`config.mk`:
```
export PLATFORM = sky130hd
export DESIGN_NAME = dmem_access_ctrl
export DESIGN_NICKNAME = d
export VERILOG_FILES = /design/src/rtl/dmem_pkg.sv /design/src/rtl/dmem_timeout_ctr.sv /design/src/rtl/dmem_access_ctrl.sv
export SDC_FILE = /design/constraint.sdc
export NUM_CORES = 1
export LEC_CHECK = 0
export CORE_MARGIN = 10
export CORE_UTILIZATION = 43
export DETAILED_ROUTE_END_ITERATION = 16
export PLACE_DENSITY = 0.95
export SETUP_SLACK_MARGIN = 0.3
export SLEW_MARGIN = 20
export SYNTH_ARGS = -nofsm -noshare
export SYNTH_HDL_FRONTEND = slang
export SYNTH_SLANG_ARGS = --single-unit
export TNS_END_PERCENT = 30
```
`constraint.sdc`:
```
create_clock -name clk -period 5.37 [get_ports clk]
set_input_delay 1.074 -clock clk [delete_from_list [all_inputs] [get_ports clk]]
set_output_delay 1.074 -clock clk [all_outputs]
set_load 0.1 [all_outputs]
```
`src/rtl/dmem_pkg.sv`:
```
// rtl/dmem_pkg.sv - shared types and constants for the data-memory access controller
//
// Purpose : FSM state encoding, default geometry and watchdog timer width used by
//           dmem_access_ctrl and dmem_timeout_ctr.
// Ports   : none (package).
// Config  : none here; DMEM_ALIGN_CHECK_EN is consumed by dmem_access_ctrl.

package dmem_pkg;

    localparam int DMEM_DATA_W  = 16;
    localparam int DMEM_ADDR_W  = 16;
    localparam int DMEM_TIMEOUT = 64;

    // Watchdog counter width; TIMEOUT must fit (legal range 2..255).
    localparam int DMEM_TMR_W   = 8;

    typedef enum logic [1:0] {
        ST_IDLE = 2'd0,
        ST_REQ  = 2'd1,
        ST_WAIT = 2'd2
    } dmem_state_e;

endpackage

```
`src/rtl/dmem_timeout_ctr.sv`:
```
// rtl/dmem_timeout_ctr.sv - clear/enable watchdog counter with terminal-count flag
//
// Purpose : counts cycles an access spends outstanding; tc_o flags the cycle in
//           which the count equals TIMEOUT-1, i.e. the TIMEOUT-th outstanding cycle.
// Ports   : clk, rst    - clock, synchronous active-high reset
//           clr_i       - load zero (priority over en_i)
//           en_i        - increment by one
//           tc_o        - terminal count reached (combinational from the count)

module dmem_timeout_ctr
    import dmem_pkg::*;
#(
    parameter int TIMEOUT = DMEM_TIMEOUT
) (
    input  logic clk,
    input  logic rst,
    input  logic clr_i,
    input  logic en_i,
    output logic tc_o
);

    localparam logic [DMEM_TMR_W-1:0] TC_VAL = DMEM_TMR_W'(TIMEOUT - 1);

    logic [DMEM_TMR_W-1:0] count_q;
    logic [DMEM_TMR_W-1:0] count_d;

    always_comb begin
        count_d = count_q;
        if (clr_i) begin
            count_d = '0;
        end else if (en_i) begin
            count_d = count_q + DMEM_TMR_W'(1);
        end
    end

    always_ff @(posedge clk) begin
        if (rst) begin
            count_q <= '0;
        end else begin
            count_q <= count_d;
        end
    end

    assign tc_o = (count_q == TC_VAL);

endmodule

```
`src/rtl/dmem_access_ctrl.sv`:
```
// rtl/dmem_access_ctrl.sv - MEM-stage data-memory responder with stall/done handshake
//
// Purpose : accepts a load/store from the MEM stage, issues one valid/ready request
//           to a multi-cycle backing memory, freezes the pipeline until the response
//           (or the watchdog) completes the access, and returns registered load data.
// Ports   : clk, rst                         - clock, synchronous active-high reset
//           mem_read, mem_write              - MEM-stage access request (write wins)
//           addr_m, wdata_m                  - access address / store data
//           dataMem_stall                    - freeze IF..MEM and MEM/WB
//           done_mem                         - one-cycle completion pulse
//           read_data_m                      - registered load data
//           err                              - sticky error flag
//           mem_req_valid/ready/wr/addr/wdata - request channel to backing memory
//           mem_resp_valid, mem_resp_rdata   - response channel from backing memory
// Config  : DMEM_ALIGN_CHECK_EN - when defined, odd addresses are rejected in IDLE
//           with err set and a same-cycle completion; no backing request is issued.

module dmem_access_ctrl
    import dmem_pkg::*;
#(
    parameter int DATA_W  = DMEM_DATA_W,
    parameter int ADDR_W  = DMEM_ADDR_W,
    parameter int TIMEOUT = DMEM_TIMEOUT
) (
    input  logic              clk,
    input  logic              rst,
    input  logic              mem_read,
    input  logic              mem_write,
    input  logic [ADDR_W-1:0] addr_m,
    input  logic [DATA_W-1:0] wdata_m,
    output logic              dataMem_stall,
    output logic              done_mem,
    output logic [DATA_W-1:0] read_data_m,
    output logic              err,
    output logic              mem_req_valid,
    input  logic              mem_req_ready,
    output logic              mem_req_wr,
    output logic [ADDR_W-1:0] mem_req_addr,
    output logic [DATA_W-1:0] mem_req_wdata,
    input  logic              mem_resp_valid,
    input  logic [DATA_W-1:0] mem_resp_rdata
);

    dmem_state_e       state_q;
    dmem_state_e       state_d;

    logic              req_wr_q;
    logic [ADDR_W-1:0] req_addr_q;
    logic [DATA_W-1:0] req_wdata_q;
    logic [DATA_W-1:0] rdata_q;
    logic              err_q;

    logic              access;
    logic              misalign;
    logic              latch_en;
    logic              rd_load;
    logic              rd_zero;
    logic              err_set;
    logic              tmr_clr;
    logic              tmr_en;
    logic              tmr_tc;

    assign access = mem_read | mem_write;

`ifdef DMEM_ALIGN_CHECK_EN
    assign misalign = addr_m[0];
`else
    assign misalign = 1'b0;
`endif

    dmem_timeout_ctr #(
        .TIMEOUT (TIMEOUT)
    ) u_timeout_ctr (
        .clk   (clk),
        .rst   (rst),
        .clr_i (tmr_clr),
        .en_i  (tmr_en),
        .tc_o  (tmr_tc)
    );

    // Stall and done are combinational so the pipeline freezes in the first cycle
    // of an access and advances on the very edge the response arrives.
    always_comb begin
        state_d       = state_q;
        dataMem_stall = 1'b0;
        done_mem      = 1'b0;
        mem_req_valid = 1'b0;
        latch_en      = 1'b0;
        rd_load       = 1'b0;
        rd_zero       = 1'b0;
        err_set       = 1'b0;
        tmr_clr       = 1'b0;
        tmr_en        = 1'b0;

        unique case (state_q)
            ST_IDLE: begin
                if (access) begin
                    if (misalign) begin
                        // Rejected without touching the backing memory.
                        done_mem = 1'b1;
                        err_set  = 1'b1;
                        rd_zero  = ~mem_write;
                    end else begin
                        dataMem_stall = 1'b1;
                        latch_en      = 1'b1;
                        tmr_clr       = 1'b1;
                        state_d       = ST_REQ;
                    end
                end
            end

            ST_REQ: begin
                mem_req_valid = 1'b1;
                tmr_en        = 1'b1;
                if (tmr_tc) begin
                    // Watchdog wins over a coincident ready: the request is abandoned.
                    done_mem = 1'b1;
                    err_set  = 1'b1;
                    rd_zero  = ~req_wr_q;
                    state_d  = ST_IDLE;
                end else begin
                    dataMem_stall = 1'b1;
                    if (mem_req_ready) begin
                        state_d = ST_WAIT;
                    end
                end
            end

            ST_WAIT: begin
                tmr_en = 1'b1;
                if (mem_resp_valid) begin
                    // A genuine response in the last allowed cycle still counts as good.
                    done_mem = 1'b1;
                    rd_load  = ~req_wr_q;
                    state_d  = ST_IDLE;
                end else if (tmr_tc) begin
                    done_mem = 1'b1;
                    err_set  = 1'b1;
                    rd_zero  = ~req_wr_q;
                    state_d  = ST_IDLE;
                end else begin
                    dataMem_stall = 1'b1;
                end
            end

            default: begin
                state_d = ST_IDLE;
            end
        endcase
    end

    always_ff @(posedge clk) begin
        if (rst) begin
            state_q     <= ST_IDLE;
            req_wr_q    <= 1'b0;
            req_addr_q  <= '0;
            req_wdata_q <= '0;
            rdata_q     <= '0;
            err_q       <= 1'b0;
        end else begin
            state_q <= state_d;
            if (latch_en) begin
                req_wr_q    <= mem_write;
                req_addr_q  <= addr_m;
                req_wdata_q <= wdata_m;
            end
            if (rd_load) begin
                rdata_q <= mem_resp_rdata;
            end else if (rd_zero) begin
                rdata_q <= '0;
            end
            if (err_set) begin
                err_q <= 1'b1;
            end
        end
    end

    assign mem_req_wr    = req_wr_q;
    assign mem_req_addr  = req_addr_q;
    assign mem_req_wdata = req_wdata_q;
    assign read_data_m   = rdata_q;
    assign err           = err_q;

endmodule

```
==> results of run 1 <==
==> state kept, by name, summed over array words and instances (netlist names) <==
name	count
state_q	2
err	1
mem_req_wdata	16
read_data_m	16
mem_req_addr	16
u_timeout_ctr.count_q	8
mem_req_wr	1
==> layout by cell type (no fill, tap or decap) <==
master,synthesis,layout
and2b_1,1,1
buf_4,0,4
nor2b_2,0,1
nand3_1,1,1
a22o_1,16,16
clkbuf_1,13,1
a211oi_1,1,1
o21ai_0,3,3
ha_1,5,5
nand2_1,72,72
nor2b_1,2,1
nor3b_1,1,1
or3_1,1,1
a311o_1,1,1
nand4_4,1,1
nor2_1,11,11
inv_1,5,5
nor3_1,1,1
o21ai_1,2,1
or2_1,1,1
dfxtp_1,60,60
and3_4,1,1
a21oi_1,37,37
xor2_1,3,3
nand4_1,3,3
clkbuf_8,0,13
clkinv_2,0,1
o32ai_1,1,1
mux2i_1,1,1
and2_1,1,1
o21a_1,1,1
o311a_4,1,1
o21ai_2,0,1
xnor2_1,3,3
clkdlybuf4s50_1,0,105
==> power by group through the flow <==
stage	Clock, mW	Combinational (mW)	Sequential [mW]
after detailed placement	0	0.865	0.555
after global routing	0.399	0.902	0.553
after floorplan	0	0.253	0.943
after CTS	0.378	0.867	0.546
after global placement	0	0.852	0.550
final	0.368	0.862	0.546
==> logic make-up after synthesis <==
| group | after synthesis |
|---|---|
| AND/OR/NAND/NOR | 97 |
| AO/OA/AOI/OAI | 63 |
| flip-flops | 60 |
| buffers and inverters | 19 |
| XOR/XNOR | 6 |
| adder cells (fa/ha/maj) | 5 |
| multiplexers | 1 |
==> worst paths after layout <==
kind | start | endpoint | slack, ns | depth (start not counted)
max reg2reg | state_q[0] | read_data_m[7] | 3.30 | 6
min reg2reg | mem_req_wdata[5] | mem_req_wdata[5] | 0.45 | 2
max | mem_resp_valid | done_mem | 1.35 | 5
min | mem_req_wdata[5] | mem_req_wdata[5] | 0.45 | 2
==> worst reg2reg max path: cells and delay by family, from the launching register on <==
kind            cells  cell delay (ns)
compound gates      1             0.26
simple gates        3             1.14
flops               1             0.34
fa+ha+maj           1             0.19
buf+inv             1             0.09
==> area by class of cell <==
cell class	instances	area (um2)	share of cell area, %
clock buffer	14	182.7	5.172
clock inverter	1	5.005	0.1417
inverter	5	18.77	0.5313
multi-input combinational	172	955.9	27.06
sequential	60	1201	34.01
tap	70	87.58	2.480
timing repair buffer	109	1081	30.61
==> metal layers <==
| layer | global-route usage [%] | routed length (um) | vias up |
|---|---|---|---|
| li1 | - | - | 1056 |
| met4 | 5.141 | 53 | 0 |
| met5 | 0 | 0 | - |
| met2 | 25.71 | 3175 | 84 |
| met1 | 16.28 | 2856 | 944 |
| met3 | 6.764 | 559 | 7 |
==> through the flow <==
stage               hold slack, ns  util (%)
floorplan                   0.4715         -
global placement            0.4409     65.90
detailed placement          0.4473     65.90
CTS                         0.4565     69.60
global route                0.4708     69.60
finish                      0.4543     69.60
==> flow_summary.ini, run 1 <==
[power_and_ir_drop]
vdd_ir_drop_max_v = 0.0002507
p_clk_share_pct = 20.7
power_mw = 1.776
p_leak_nw = 1.340
p_per_area_nw_per_um2 = 502.9
p_sw_share_pct = 47.28
power.internal_mw = 0.9364
pwr-share-comb_pct = 48.6
power_frac_seq_pct = 30.7
p_switching_mw = 0.8398

[setup_path]
path_cells = clkdlybuf4s50_1 -> nand2_1 -> o21ai_0 -> and2_1 -> clkdlybuf4s50_1
cp-end-kind = primary output
critical_path.max_stage_delay_ns = 1.14
startpoint_type = input port
worst_path_max_delay_cell = clkdlybuf4s50_1
required_ns = 4.30
worstSetupPathType = in2out
path_common_cell = clkdlybuf4s50_1
arrival_ns = 2.95
path_max_fanout = 2
path_buf_inv = 2
crit_family = buffers and inverters

[yosys]
synth.area.mux_share_pct = 0.4489
synth.distinct_cells = 30
synth-seq-area-share_pct = 53.87
syn_area_um2 = 2230
yosysTopAreaCellShare_pct = 53.87
synth.most_common_cell = nand2_1
yosys.area_share.adder_pct = 2.806
yosys_warnings = 0
yosys.area_share.simple_pct = 18.80
synth_compound_area_share_pct = 18.18
syn_inst = 251
ys_ff_latch = 60
yosysTopAreaCell = dfxtp_1
yosys.area_share.xor_xnor_pct = 2.357
synth_fp_nets = 310
netlist_top_cells_count = nand2_1 (72), dfxtp_1 (60), a21oi_1 (37)
synth_area_leaders = dfxtp_1 (54%), nand2_1 (12%), a21oi_1 (8.3%), a22o_1 (6.3%), ha_1 (2.8%)
async_flop_share_pct = 0
synth_top_family_by_area = simple AND/OR/NAND/NOR gates
synth_flop_cell = dfxtp_1
synth_edf_count = 0
syn_area_per_cell_um2 = 8.883

[timing]
tns_ns = 0
tightest_slew_ns = 1.075
clock.fmax_mhz = 248.7
setup_viol = 0
skew_ns = 0.009113
rsz0062_at_grt = false
setup_slack_ns = 1.349
fin_crit_sh_pct = 74.89
hold_violations = 0
fin_crit_ns = 4.021
slew_violations = 0
max_slew_margin_pct = 28.10

[placement]
numPlacedInstances = 416
post-dp-hpwl_mm = 5.117
finalWeightedCongestion = 0.7596
port-buffer-count = 106
dp_slack_ns = 1.340
place_area_um2 = 3344

[layout]
synthToLayoutAreaGrowth_pct = 58.42
final_nets = 416
nFillCells = 402
antenna_cells = 0
drive_above_1_share_pct = 6.371
finalNonFillerCells = 431
fin_area_um2 = 3532

[drt]
vias = 2091
viasPerCell = 4.852
drc = 0
wl_per_cell_um = 15.42
drt_iter0_markers = 77
ant_nets = 0
dr.pass1.iters = 4
wl_mm = 6.644

[min_path]
hold_class = reg2reg

[global_routing]
grt_pass1_vias = 2152
grt_max_degree = 37
grt-ovfl-total = 0
gr-usage-all-layers_pct = 15.09
antenna_found_initial = 0
grt_pass1_wl_mm = 10.44

[clock_network]
cts_buffer_depth = 2
htreeDepth = 3
post_cts_buffers = 0
tritoncts_num_sinks = 60
path_clk_slew_ns = 0.06
tritoncts.num_buffers = 9
hold_buffers = 0
root_buffer = clkbuf_8
cts_resized = 0
cts_tree = done
clk_latency_ns = 0.31

[outcome]
status = completed

[floorplanning]
die_w_um = 92.01
die-area_um2 = 8466
core_area_um2 = 5075
die_h_um = 92.01
ios = 107
initial_core_util_pct = 43.93
num_rows = 26

[flow_run]
drv_cap = 0
No activity file was read; power rests on OpenSTA's default activity.
==> run 2: changes to the inputs <==
Settings changed: CORE_UTILIZATION 43 to 40, PLACE_DENSITY 0.95 to 0.9.
Clock period 5.37 ns to 3.8 ns, I/O delays scaled along.
==> run 2 against run 1 <==
Compared with the run above: cell area rose by 0.81%; via count up 0.48%; global-route usage is 0.11 points higher; power rose by 45%; sequential power grew 41%; register-to-register slack got worse by 1.4 ns; hold slack about the same.
==> flow_summary.ini, run 2 (synthesized netlist as in run 1, its figures left out) <==
[global_routing]
grt_max_degree = 36
antenna_found_initial = 0
gr-usage-all-layers_pct = 15.20
grt-ovfl-total = 0
grt_pass1_vias = 2147
grt_pass1_wl_mm = 10.70

[timing]
setup_slack_ns = 0.8821
slew_violations = 0
tns_ns = 0
clock.fmax_mhz = 342.7
fin_crit_sh_pct = 76.79
fin_crit_ns = 2.918
hold_violations = 0
tightest_slew_ns = 1.005
skew_ns = 0.009023
rsz0062_at_grt = false
max_slew_margin_pct = 32.79
setup_viol = 0

[layout]
multiInputGateArea_um2 = 962.2
final_nets = 416
drive_above_1_share_pct = 7.735
finalNonFillerCells = 434
layout_common_cells = clkdlybuf4s50_1 (104), nand2_1 (72), dfxtp_1 (60)
seqCellArea_um2 = 1201
nFillCells = 478
layout_commonest_cell = clkdlybuf4s50_1
antenna_cells = 0
synthToLayoutAreaGrowth_pct = 59.71

[floorplanning]
core_area_um2 = 5473
die_w_um = 94.66
die-area_um2 = 8961
num_rows = 27
die_h_um = 94.66
initial_core_util_pct = 40.74
ios = 107

[setup_path]
worstSetupPathType = reg2out
required_ns = 3.04
cp-end-kind = primary output
path_max_fanout = 5
arrival_ns = 2.16
reg2reg_slack_ns = 1.89
startpoint_type = flip-flop

[drt]
wl_mm = 6.749
dr.pass1.iters = 4
drc = 0
viasPerCell = 4.841
drt_iter0_markers = 73
vias = 2101
ant_nets = 0
wl_per_cell_um = 15.55

[clock_network]
hold_buffers = 0
cts_resized = 0
path_clk_slew_ns = 0.07
root_buffer = clkbuf_8
tritoncts_num_sinks = 60
htreeDepth = 3
tritoncts.num_buffers = 9
clk_latency_ns = 0.33
cts_buffer_depth = 2
cts_tree = done
post_cts_buffers = 0

[power_and_ir_drop]
p_leak_nw = 1.345
vdd_ir_drop_max_v = 0.0003593
p_per_area_nw_per_um2 = 723.1

[outcome]
status = completed

[placement]
finalWeightedCongestion = 0.7430
numPlacedInstances = 418
post-dp-hpwl_mm = 5.031
dp_slack_ns = 1.028
port-buffer-count = 106

[flow_run]
drv_cap = 0

[min_path]
hold_class = reg2reg
[run 2: per-layer routing]
| layer | track usage (%) | routed length, um |
|---|---|---|
| met1 | 15.60 | 2609 |
| met5 | 0 | 0 |
| met3 | 8.723 | 711 |
| met2 | 25.17 | 3283 |
| met4 | 5.985 | 144 |
[run 2: cell type report]
cell class / count / area share, %
Clock buffer: 11 / 4.252
Multi-Input combinational cell: 172 / 27.02
Sequential cell: 60 / 33.73
Tap cell: 72 / 2.530
Timing Repair Buffer: 109 / 30.29
Inverter: 5 / 0.5271
Clock inverter: 5 / 1.651
[run 2: worst paths after layout]
kind	startpoint	end	cells after the start
worst min register to register	mem_req_addr[12]	mem_req_addr[12]	2
worst max register to register	state_q[0]	read_data_m[6]	5
worst min-delay path	mem_req_addr[12]	mem_req_addr[12]	2
worst max-delay path	state_q[1]	mem_req_valid	3
[run 2: per-stage QoR]
step | hold WS (ns) | area, um2 | util (%) | power, mW
after global routing | 0.4729 | 3561 | 65.07 | 2.690
after global placement | 0.4418 | 3348 | 61.18 | 1.988
after floorplan | 0.4715 | 2233 | - | 1.694
final | 0.4539 | 3561 | 65.07 | 2.575
after detailed placement | 0.4460 | 3348 | 61.18 | 2.006
after CTS | 0.4554 | 3558 | 65.02 | 2.598
[run 2: worst max-delay path, stage by stage (launching register included)]
cell and delay (ns):
dfxtp_1 0.34, inv_1 0.10, ha_1 0.23, clkdlybuf4s50_1 1.16
[run 2: report_power, final]
group	internal, mW	switching [mW]
sequential	0.719	0.0524
clock	0.339	0.248
combinational	0.302	0.915
total	1.36	1.22
==> run 3: changes to the inputs <==
Settings changed: CORE_UTILIZATION 40 to 36, PLACE_DENSITY 0.9 to 0.86.
Clock period 3.8 ns to 2.65 ns, I/O delays scaled along.
==> run 3 against run 2 <==
Compared with the run above: combinational power is 44% higher; power grew 43%; final cell count rose by 1.4%; critical path depth is 3 higher; sequential share of layout area is 0.73 points higher; routed wire length decreased by 4.1%; clock power increased by 39%; core utilization down 6.5 points; cell area down 2.1%; setup slack worse by 0.47 ns; critical path type unchanged; largest cell class unchanged.
==> flow_summary.ini, run 3 (synthesized netlist as in run 1, its figures left out) <==
[outcome]
status = completed

[global_routing]
grt-ovfl-total = 0
gr-usage-all-layers_pct = 12.56
antenna_found_initial = 0
grt_max_degree = 36
grt_pass1_wl_mm = 10.23
grt_pass1_vias = 2044

[timing]
setup_viol = 0
clock.fmax_mhz = 447.4
hold_violations = 0
rsz0062_at_grt = false
slew_violations = 0
tightest_slew_ns = 0.3532
skew_ns = 0.008915
fin_crit_sh_pct = 84.34
max_slew_margin_pct = 76.46
tns_ns = 0
fin_crit_ns = 2.235

[power_and_ir_drop]
p_clk_share_pct = 22.1
p_leak_nw = 1.465
p_switching_mw = 1.771
vdd_ir_drop_max_v = 0.0005347
power_frac_seq_pct = 30.0
p_per_area_nw_per_um2 = 1056
power.internal_mw = 1.909
p_sw_share_pct = 48.13
power_mw = 3.680
pwr-share-comb_pct = 47.9

[clock_network]
post_cts_buffers = 0
path_clk_slew_ns = 0.07
hold_buffers = 0
tritoncts_num_sinks = 60
htreeDepth = 3
tritoncts.num_buffers = 9
clk_latency_ns = 0.33
cts_buffer_depth = 2
cts_tree = done
root_buffer = clkbuf_8

[setup_path]
arrival_ns = 1.71
startpoint_type = flip-flop
cp-end-kind = primary output
path_max_fanout = 4
worstSetupPathType = reg2out
required_ns = 2.12

[flow_run]
drv_cap = 0

[layout]
final_nets = 419
finalNonFillerCells = 440
antenna_cells = 0
drive_above_1_share_pct = 23.01
synthToLayoutAreaGrowth_pct = 56.34
layout_commonest_cell = nand2_1
layout_common_cells = nand2_1 (72), dfxtp_1 (60), buf_4 (57)

[placement]
finalWeightedCongestion = 0.7551
numPlacedInstances = 424
port-buffer-count = 106
post-dp-hpwl_mm = 5.027

[drt]
wl_per_cell_um = 14.70
dr.pass1.iters = 4
wl_mm = 6.470
drt_iter0_markers = 109
vias = 2128
ant_nets = 0
viasPerCell = 4.836
drc = 0

[floorplanning]
core_area_um2 = 5956
num_rows = 28
die_h_um = 98.70
initial_core_util_pct = 37.44
die_w_um = 98.70
ios = 107
die-area_um2 = 9742

[min_path]
hold_class = reg2reg
## run 3: cell count changes in the layout (fill, tap and decap cells not counted), moves of 2 or more
cell	change
buf_4	+52
buf_12	+2
clkdlybuf4s50_1	-51
clkbuf_8	-2
clkinvlp_4	-2
clkinv_4	+2
## run 3: routing by layer
| metal | wire length (um) | GRT usage, % |
|---|---|---|
| met2 | 3061 | 20.27 |
| met5 | 0 | 0 |
| met3 | 604 | 6.075 |
| met4 | 42 | 3.969 |
| met1 | 2762 | 14.30 |
## run 3: what timing repair did
item / CTS / global route
hold endpoints to repair: 0 / 0
cloned: 0 / 0
endpoints found under the setup margin: 1 / 1
gates resized for setup: 1 / 1
## run 3: through the flow
step	area, um2	hold WS [ns]	utilization (%)	setup WS [ns]
final	3486	0.4538	58.53	0.4149
after detailed placement	3283	0.4476	55.13	0.3027
after CTS	3482	0.4571	58.47	0.3178
after global placement	3283	0.4423	55.13	0.4119
after floorplan	2245	0.4715	-	0.2666
after global routing	3486	0.4725	58.53	0.3035
## run 3: critical path: stages, from the launching register on
cell     delay [ns]
dfxtp_1        0.35
inv_1          0.10
ha_1           0.19
nor2b_1        0.24
o21ai_2        0.12
a21oi_4        0.18
buf_12         0.19
## run 3: cell type report
| cell class | instances | area (um2) |
|---|---|---|
| clock buffers | 9 | 123.9 |
| clock inverters | 7 | 75.07 |
| fillers | 528 | 2470 |
| inverters | 5 | 18.77 |
| multi-input cells | 172 | 974.7 |
| flip-flops and latches | 60 | 1201 |
| well taps | 75 | 93.84 |
| repair buffers | 112 | 998.5 |
## run 3: power by group through the flow
stage          clock [mW]  combinational (mW)  sequential (mW)
5_1_grt             0.873                1.85             1.12
3_5_place_dp            0                1.77             1.13
2_1_floorplan           0               0.532             1.91
3_3_place_gp            0                1.75             1.12
4_1_cts             0.832                1.77             1.11
6_report            0.813                1.76             1.11
## run 3: final timing paths
path                    startpoint               end  slack (ns)  cells past startpoint
hold reg to reg   mem_req_wdata[0]  mem_req_wdata[0]        0.45                      2
setup reg to reg        state_q[0]    read_data_m[0]        0.72                      5
setup / recovery        state_q[0]     dataMem_stall        0.41                      6
hold / removal    mem_req_wdata[0]  mem_req_wdata[0]        0.45                      2
